### src/rtl/the_wb_stage_if.sv
// MEM/WB bundle between the memory stage and the write-back stage.
// master = MEM-side driver, slave = the write-back stage.
interface the_wb_stage_if;
  logic [1:0]  mem_control_wb;
  logic [31:0] mem_Read_data;
  logic [31:0] mem_ALU_result;
  logic [4:0]  mem_Write_reg;
  logic        wb_stall;
  logic        wb_flush;
  logic        wb_RegWrite;
  logic [4:0]  wb_WriteReg;
  logic [31:0] wb_WriteData;

  modport master (
    output mem_control_wb,
    output mem_Read_data,
    output mem_ALU_result,
    output mem_Write_reg,
    output wb_stall,
    output wb_flush,
    input  wb_RegWrite,
    input  wb_WriteReg,
    input  wb_WriteData
  );

  modport slave (
    input  mem_control_wb,
    input  mem_Read_data,
    input  mem_ALU_result,
    input  mem_Write_reg,
    input  wb_stall,
    input  wb_flush,
    output wb_RegWrite,
    output wb_WriteReg,
    output wb_WriteData
  );
endinterface

### src/rtl/the_wb_stage.sv
// Registered write-back stage with retired-write counter.
// Define WB_TRACE_EN to build the write-back trace FIFO; otherwise trace outputs are constant.
module the_wb_stage #(
  parameter int CNT_W       = 32,
  parameter int TRACE_DEPTH = 8
) (
  input  logic             clk,
  input  logic             reset,
  the_wb_stage_if.slave    wb,
  output logic [CNT_W-1:0] retire_count,
  input  logic             trace_rd_en,
  output logic [36:0]      trace_data,
  output logic             trace_empty,
  output logic             trace_full,
  output logic             trace_overflow
);
  localparam int DATA_W  = 32;
  localparam int REG_W   = 5;
  localparam int TRACE_W = REG_W + DATA_W;

  logic [DATA_W-1:0] sel_p0;
  logic              ew_p0;
  logic              load_p0;
  logic              push_p0;

  always_comb begin
    sel_p0  = wb.mem_control_wb[0] ? wb.mem_Read_data : wb.mem_ALU_result;
    ew_p0   = wb.mem_control_wb[1] && (wb.mem_Write_reg != '0);
    load_p0 = !wb.wb_flush && !wb.wb_stall;
    push_p0 = load_p0 && ew_p0;
  end

  // MEM -> WB register boundary
  logic              regwrite_p1;
  logic [REG_W-1:0]  writereg_p1;
  logic [DATA_W-1:0] writedata_p1;
  logic [CNT_W-1:0]  retire_cnt_p1;

  always_ff @(posedge clk or posedge reset) begin
    if (reset) begin
      regwrite_p1  <= 1'b0;
      writereg_p1  <= '0;
      writedata_p1 <= '0;
    end else if (wb.wb_flush) begin
      regwrite_p1  <= 1'b0;
      writereg_p1  <= '0;
      writedata_p1 <= '0;
    end else if (load_p0) begin
      regwrite_p1  <= ew_p0;
      writereg_p1  <= wb.mem_Write_reg;
      writedata_p1 <= sel_p0;
    end
  end

  always_ff @(posedge clk or posedge reset) begin
    if (reset) begin
      retire_cnt_p1 <= '0;
    end else if (push_p0) begin
      retire_cnt_p1 <= retire_cnt_p1 + 1'b1;
    end
  end

  assign wb.wb_RegWrite  = regwrite_p1;
  assign wb.wb_WriteReg  = writereg_p1;
  assign wb.wb_WriteData = writedata_p1;
  assign retire_count    = retire_cnt_p1;

`ifdef WB_TRACE_EN
  localparam int              PTR_W   = (TRACE_DEPTH > 1) ? $clog2(TRACE_DEPTH) : 1;
  localparam logic [PTR_W:0]  DEPTH_C = (PTR_W + 1)'(TRACE_DEPTH);

  logic [TRACE_W-1:0] trace_mem [TRACE_DEPTH];
  logic [PTR_W-1:0]   rd_ptr;
  logic [PTR_W-1:0]   wr_ptr;
  logic [PTR_W:0]     occ;
  logic               pop;
  logic               wr_en;
  logic               drop;
  logic               overflow_q;

  // A pop on the same edge frees the head slot, so a full FIFO still accepts the push.
  always_comb begin
    trace_empty = (occ == '0);
    trace_full  = (occ == DEPTH_C);
    pop         = trace_rd_en && !trace_empty;
    wr_en       = push_p0 && (!trace_full || pop);
    drop        = push_p0 && trace_full && !pop;
    trace_data  = trace_empty ? '0 : trace_mem[rd_ptr];
  end

  always_ff @(posedge clk) begin
    if (wr_en) begin
      trace_mem[wr_ptr] <= {wb.mem_Write_reg, sel_p0};
    end
  end

  always_ff @(posedge clk or posedge reset) begin
    if (reset) begin
      rd_ptr     <= '0;
      wr_ptr     <= '0;
      occ        <= '0;
      overflow_q <= 1'b0;
    end else begin
      if (wr_en) wr_ptr <= wr_ptr + 1'b1;
      if (pop)   rd_ptr <= rd_ptr + 1'b1;
      case ({wr_en, pop})
        2'b10:   occ <= occ + 1'b1;
        2'b01:   occ <= occ - 1'b1;
        default: occ <= occ;
      endcase
      if (drop) overflow_q <= 1'b1;
    end
  end

  assign trace_overflow = overflow_q;
`else
  logic unused_trace_rd_en;

  assign unused_trace_rd_en = trace_rd_en;
  assign trace_data         = '0;
  assign trace_empty        = 1'b1;
  assign trace_full         = 1'b0;
  assign trace_overflow     = 1'b0;
`endif

endmodule
### src/flat_wrapper.sv
// flat-port wrapper written by rule: the top's interface ports become plain ports
module the_wb_stage_flat 
#(
  parameter int CNT_W       = 32,
  parameter int TRACE_DEPTH = 8
)
  (clk, reset, retire_count, trace_rd_en, trace_data, trace_empty, trace_full, trace_overflow, wb_mem_control_wb, wb_mem_Read_data, wb_mem_ALU_result, wb_mem_Write_reg, wb_wb_stall, wb_wb_flush, wb_wb_RegWrite, wb_wb_WriteReg, wb_wb_WriteData);
  the_wb_stage_if wb_i ();
  input  logic clk;
  input  logic reset;
  output logic [CNT_W-1:0] retire_count;
  input  logic trace_rd_en;
  output logic [36:0] trace_data;
  output logic trace_empty;
  output logic trace_full;
  output logic trace_overflow;
  input wire logic [$bits(wb_i.mem_control_wb)-1:0] wb_mem_control_wb;
  input wire logic [$bits(wb_i.mem_Read_data)-1:0] wb_mem_Read_data;
  input wire logic [$bits(wb_i.mem_ALU_result)-1:0] wb_mem_ALU_result;
  input wire logic [$bits(wb_i.mem_Write_reg)-1:0] wb_mem_Write_reg;
  input wire logic [$bits(wb_i.wb_stall)-1:0] wb_wb_stall;
  input wire logic [$bits(wb_i.wb_flush)-1:0] wb_wb_flush;
  output wire logic [$bits(wb_i.wb_RegWrite)-1:0] wb_wb_RegWrite;
  output wire logic [$bits(wb_i.wb_WriteReg)-1:0] wb_wb_WriteReg;
  output wire logic [$bits(wb_i.wb_WriteData)-1:0] wb_wb_WriteData;
  assign wb_i.mem_control_wb = wb_mem_control_wb;
  assign wb_i.mem_Read_data = wb_mem_Read_data;
  assign wb_i.mem_ALU_result = wb_mem_ALU_result;
  assign wb_i.mem_Write_reg = wb_mem_Write_reg;
  assign wb_i.wb_stall = wb_wb_stall;
  assign wb_i.wb_flush = wb_wb_flush;
  assign wb_wb_RegWrite = wb_i.wb_RegWrite;
  assign wb_wb_WriteReg = wb_i.wb_WriteReg;
  assign wb_wb_WriteData = wb_i.wb_WriteData;
  the_wb_stage #(.CNT_W(CNT_W), .TRACE_DEPTH(TRACE_DEPTH)) u_core (.clk(clk), .reset(reset), .wb(wb_i), .retire_count(retire_count), .trace_rd_en(trace_rd_en), .trace_data(trace_data), .trace_empty(trace_empty), .trace_full(trace_full), .trace_overflow(trace_overflow));
endmodule
### config.mk
export PLATFORM = sky130hd
export DESIGN_NAME = the_wb_stage_flat
export DESIGN_NICKNAME = d
export VERILOG_FILES = /design/src/rtl/the_wb_stage_if.sv /design/src/rtl/the_wb_stage.sv /design/src/flat_wrapper.sv
export SDC_FILE = /design/constraint.sdc
export NUM_CORES = 1
export LEC_CHECK = 0
export CAP_MARGIN = 25
export CORE_MARGIN = 10
export CORE_UTILIZATION = 41
export CTS_BUF_LIST = sky130_fd_sc_hd__clkbuf_16
export DETAILED_ROUTE_END_ITERATION = 8
export PLACE_DENSITY = 0.81
export SKIP_CTS_REPAIR_TIMING = 1
export SYNTH_ARGS = -nofsm -noshare
export SYNTH_HDL_FRONTEND = slang
export SYNTH_SLANG_ARGS = --single-unit
export TNS_END_PERCENT = 5
### constraint.sdc
create_clock -name clk -period 3.1 [get_ports clk]
set_clock_uncertainty 0.2 [all_clocks]
set_input_delay 0.62 -clock clk [delete_from_list [all_inputs] [get_ports clk]]
set_output_delay 0.62 -clock clk [all_outputs]
set_load 0.005 [all_outputs]
==> qor.yml <==
final_layout:
  seq_area_um2: 1750
  syn_to_final_growth_pct: 45.0
  antenna_cells: 0
  final_util_pct: 62.0
  final_common_cell: "clkdlybuf4s50_1"
  fin_nets: 600
  layout_common_cells: "clkdlybuf4s50_1 (142), nor2_1 (72), dfrtp_1 (70)"
  multiInputGateArea_um2: 1770
  fillers: 751
  layout-drive-gt1-share_pct: 7.39
die:
  ios: 186
  dieArea_um2: 13500
  die_w_um: 116
  initial_core_util_pct: 42.7
  rows: 34
  die_h_um: 116
  core_area_um2: 8850
timing:
  rsz0062_at_grt: "false"
  worst_pin_slew_ns: 0.523
  period_share_pct: 77.1
  fmax_mhz: 418
  maxSlewViolCount: 0
  fin_setup_tns_ns: 0
  fin_ws_ns: 0.710
  hold_viol: 0
  slew_headroom_pct: 65.1
  setup-violations-final: 0
  fin_crit_ns: 2.39
hold_path:
  hold_depth: 1
  hold_path.class: "register to register"
place:
  io_buffer_count: 144
  dpl_worst_slack_ns: 0.356
  dp_hpwl_mm: 8.35
  place_congestion: 0.823
critical_path:
  ff2ff_path_depth: 4
  path_max_fanout: 24
  r2r_slack_ns: 1.13
  start_kind: "primary input"
  crit_path_end: "u_core.retire_count[22]"
  path_class: "primary input to register"
  worstSetupEndpointType: "register"
  reg2reg_from: "u_core.retire_count[11]"
  arrival_ns: 2.38
  required_ns: 3.09
  worstReg2RegEnd: "u_core.retire_count[23]"
  crit_path_start: "wb_mem_Write_reg[2]"
clocking:
  htreeDepth: 3
  cts_made_buffers: 9
  cts_max_path_buffers: 2
  cts_root_buffer: "clkbuf_16"
  clock-sinks: 70
  cts.clk_slew.worst_paths_ns: 0.06
  tritoncts: "yes"
  clk_latency_ns: 0.33
flow_run:
  maxCapViolations: 0
routing:
  ant_nets: 0
  drt_iter0_drc: 93
  num_vias: 3094
  dr.pass1.iters: 4
  routed_wl_mm: 10.6
  avgViaCountPerCell: 4.86
  wl_per_cell_um: 16.6
  drc_errors: 0
synth:
  ys_types: 33
  avgSynthCellArea_um2: 9.92
  synthArstFlopShare_pct: 100
  ys_seq_area_share_pct: 46.3
  synth_edf_count: 0
  netlist_instances: 381
  ys_seq_elements: 70
  synth_top_area_share_pct: 46.3
  ys_top_cells_by_area: "dfrtp_1 (46%), mux2i_1 (9.8%), buf_4 (7.9%)"
  yosys.area.top_type: "dfrtp_1"
  synth.cell_area_um2: 3780
  ys_warn_count: 0
  synth_flop_cell: "dfrtp_1"
power:
  clockPowerShare_pct: 42.8
  finalPower_w: 0.00256
  power_frac_seq_pct: 40.5
  sw_frac_of_total_pct: 24.8
  switching_power_w: 0.000637
  intPower_w: 0.00193
  p_per_area_nw_per_um2: 467
  p_comb_share_pct: 16.7
  peakVddDrop_mv: 0.333
  p_leak_nw: 2.57
global_routing:
  antenna_found_initial: 0
  gr-usage-all-layers_pct: 15.2
  grt_pass1_wl_mm: 16.4
  grt_overflow: 0
  grt_max_degree: 45
  grt_pass1_vias: 3171
run_status:
  status: "complete, no violations"
==> registers in the layout, indices dropped and copies added, names as in the netlist <==
signal / count
u_core.retire_count: 32
u_core.wb.wb_WriteReg: 5
u_core.wb.wb_WriteData: 32
u_core.wb.wb_RegWrite: 1
==> worst max-delay path: stages <==
cell and delay, ns:
clkdlybuf4s50_1 0.43, or4_4 0.58, o211ai_4 0.16, buf_4 0.31, nor4_1 0.12, xor2_1 0.15
==> layer usage <==
metal / GRT usage (%) / part of all wire [%]
met5: 0 / 0
met1: 16.9 / 39
met4: 4.25 / 0.84
met3: 6.46 / 11
met2: 26.1 / 48
==> power groups by stage <==
| stage | Clock [W] | Combinational [W] | Sequential, W |
|---|---|---|---|
| after detailed placement | 0 | 0.000432 | 0.00105 |
| final | 0.00110 | 0.000428 | 0.00104 |
| after CTS | 0.00112 | 0.000434 | 0.00104 |
| after global placement | 0 | 0.000422 | 0.00105 |
| after global routing | 0.00117 | 0.000468 | 0.00105 |
| after floorplan | 0 | 0.000209 | 0.00105 |
==> per-stage QoR <==
| stage | area, um2 | instances | hold WS, ns |
|---|---|---|---|
| 6_report | 5480 | 636 | 0.281 |
| 5_1_grt | 5480 | 636 | 0.303 |
| 4_1_cts | 5480 | 636 | 0.286 |
| 3_5_place_dp | 5160 | 620 | 0.268 |
| 3_3_place_gp | 5160 | 620 | 0.262 |
| 2_1_floorplan | 3920 | 419 | 0.265 |
==> synthesized netlist by cell type, drive strengths merged (7+ instances only) <==
| library cell | instances |
|---|---|
| nand3 | 10 |
| a21oi | 32 |
| clkbuf | 12 |
| nor2 | 72 |
| buf | 46 |
| xnor2 | 7 |
| mux2i | 37 |
| xor2 | 24 |
| nand2 | 15 |
| nand4 | 9 |
| dfrtp | 70 |
| nor3 | 11 |
| and4 | 7 |
| nor4 | 10 |
==> how the worst min path moves through the flow <==
stage	to	from
after floorplan	u_core.retire_count[31]	u_core.retire_count[31]
after global placement	u_core.retire_count[31]	u_core.retire_count[31]
after detailed placement	u_core.retire_count[31]	u_core.retire_count[31]
after CTS	u_core.retire_count[12]	reset
after global routing	u_core.retire_count[25]	u_core.retire_count[25]
final	u_core.retire_count[29]	u_core.retire_count[29]
==> kinds of logic after synthesis <==
kind of cell / Yosys count / share of synthesized area, %
fa+ha+maj: 1 / 0.331
other cells: 2 / 0.199
buf+inv: 61 / 10.7
simple gates: 143 / 20.2
compound gates: 36 / 5.26
xor+xnor: 31 / 7.18
flops: 70 / 46.3
mux: 37 / 9.79
==> layout make-up <==
type	count	area share [%]
flip-flops and latches	70	31.9
inverters	3	0.205
clock inverters	7	1.78
well taps	108	2.46
repair buffers	151	27.3
multi-input cells	288	32.2
clock buffers	9	4.11
(Power assumes the default switching activity.)
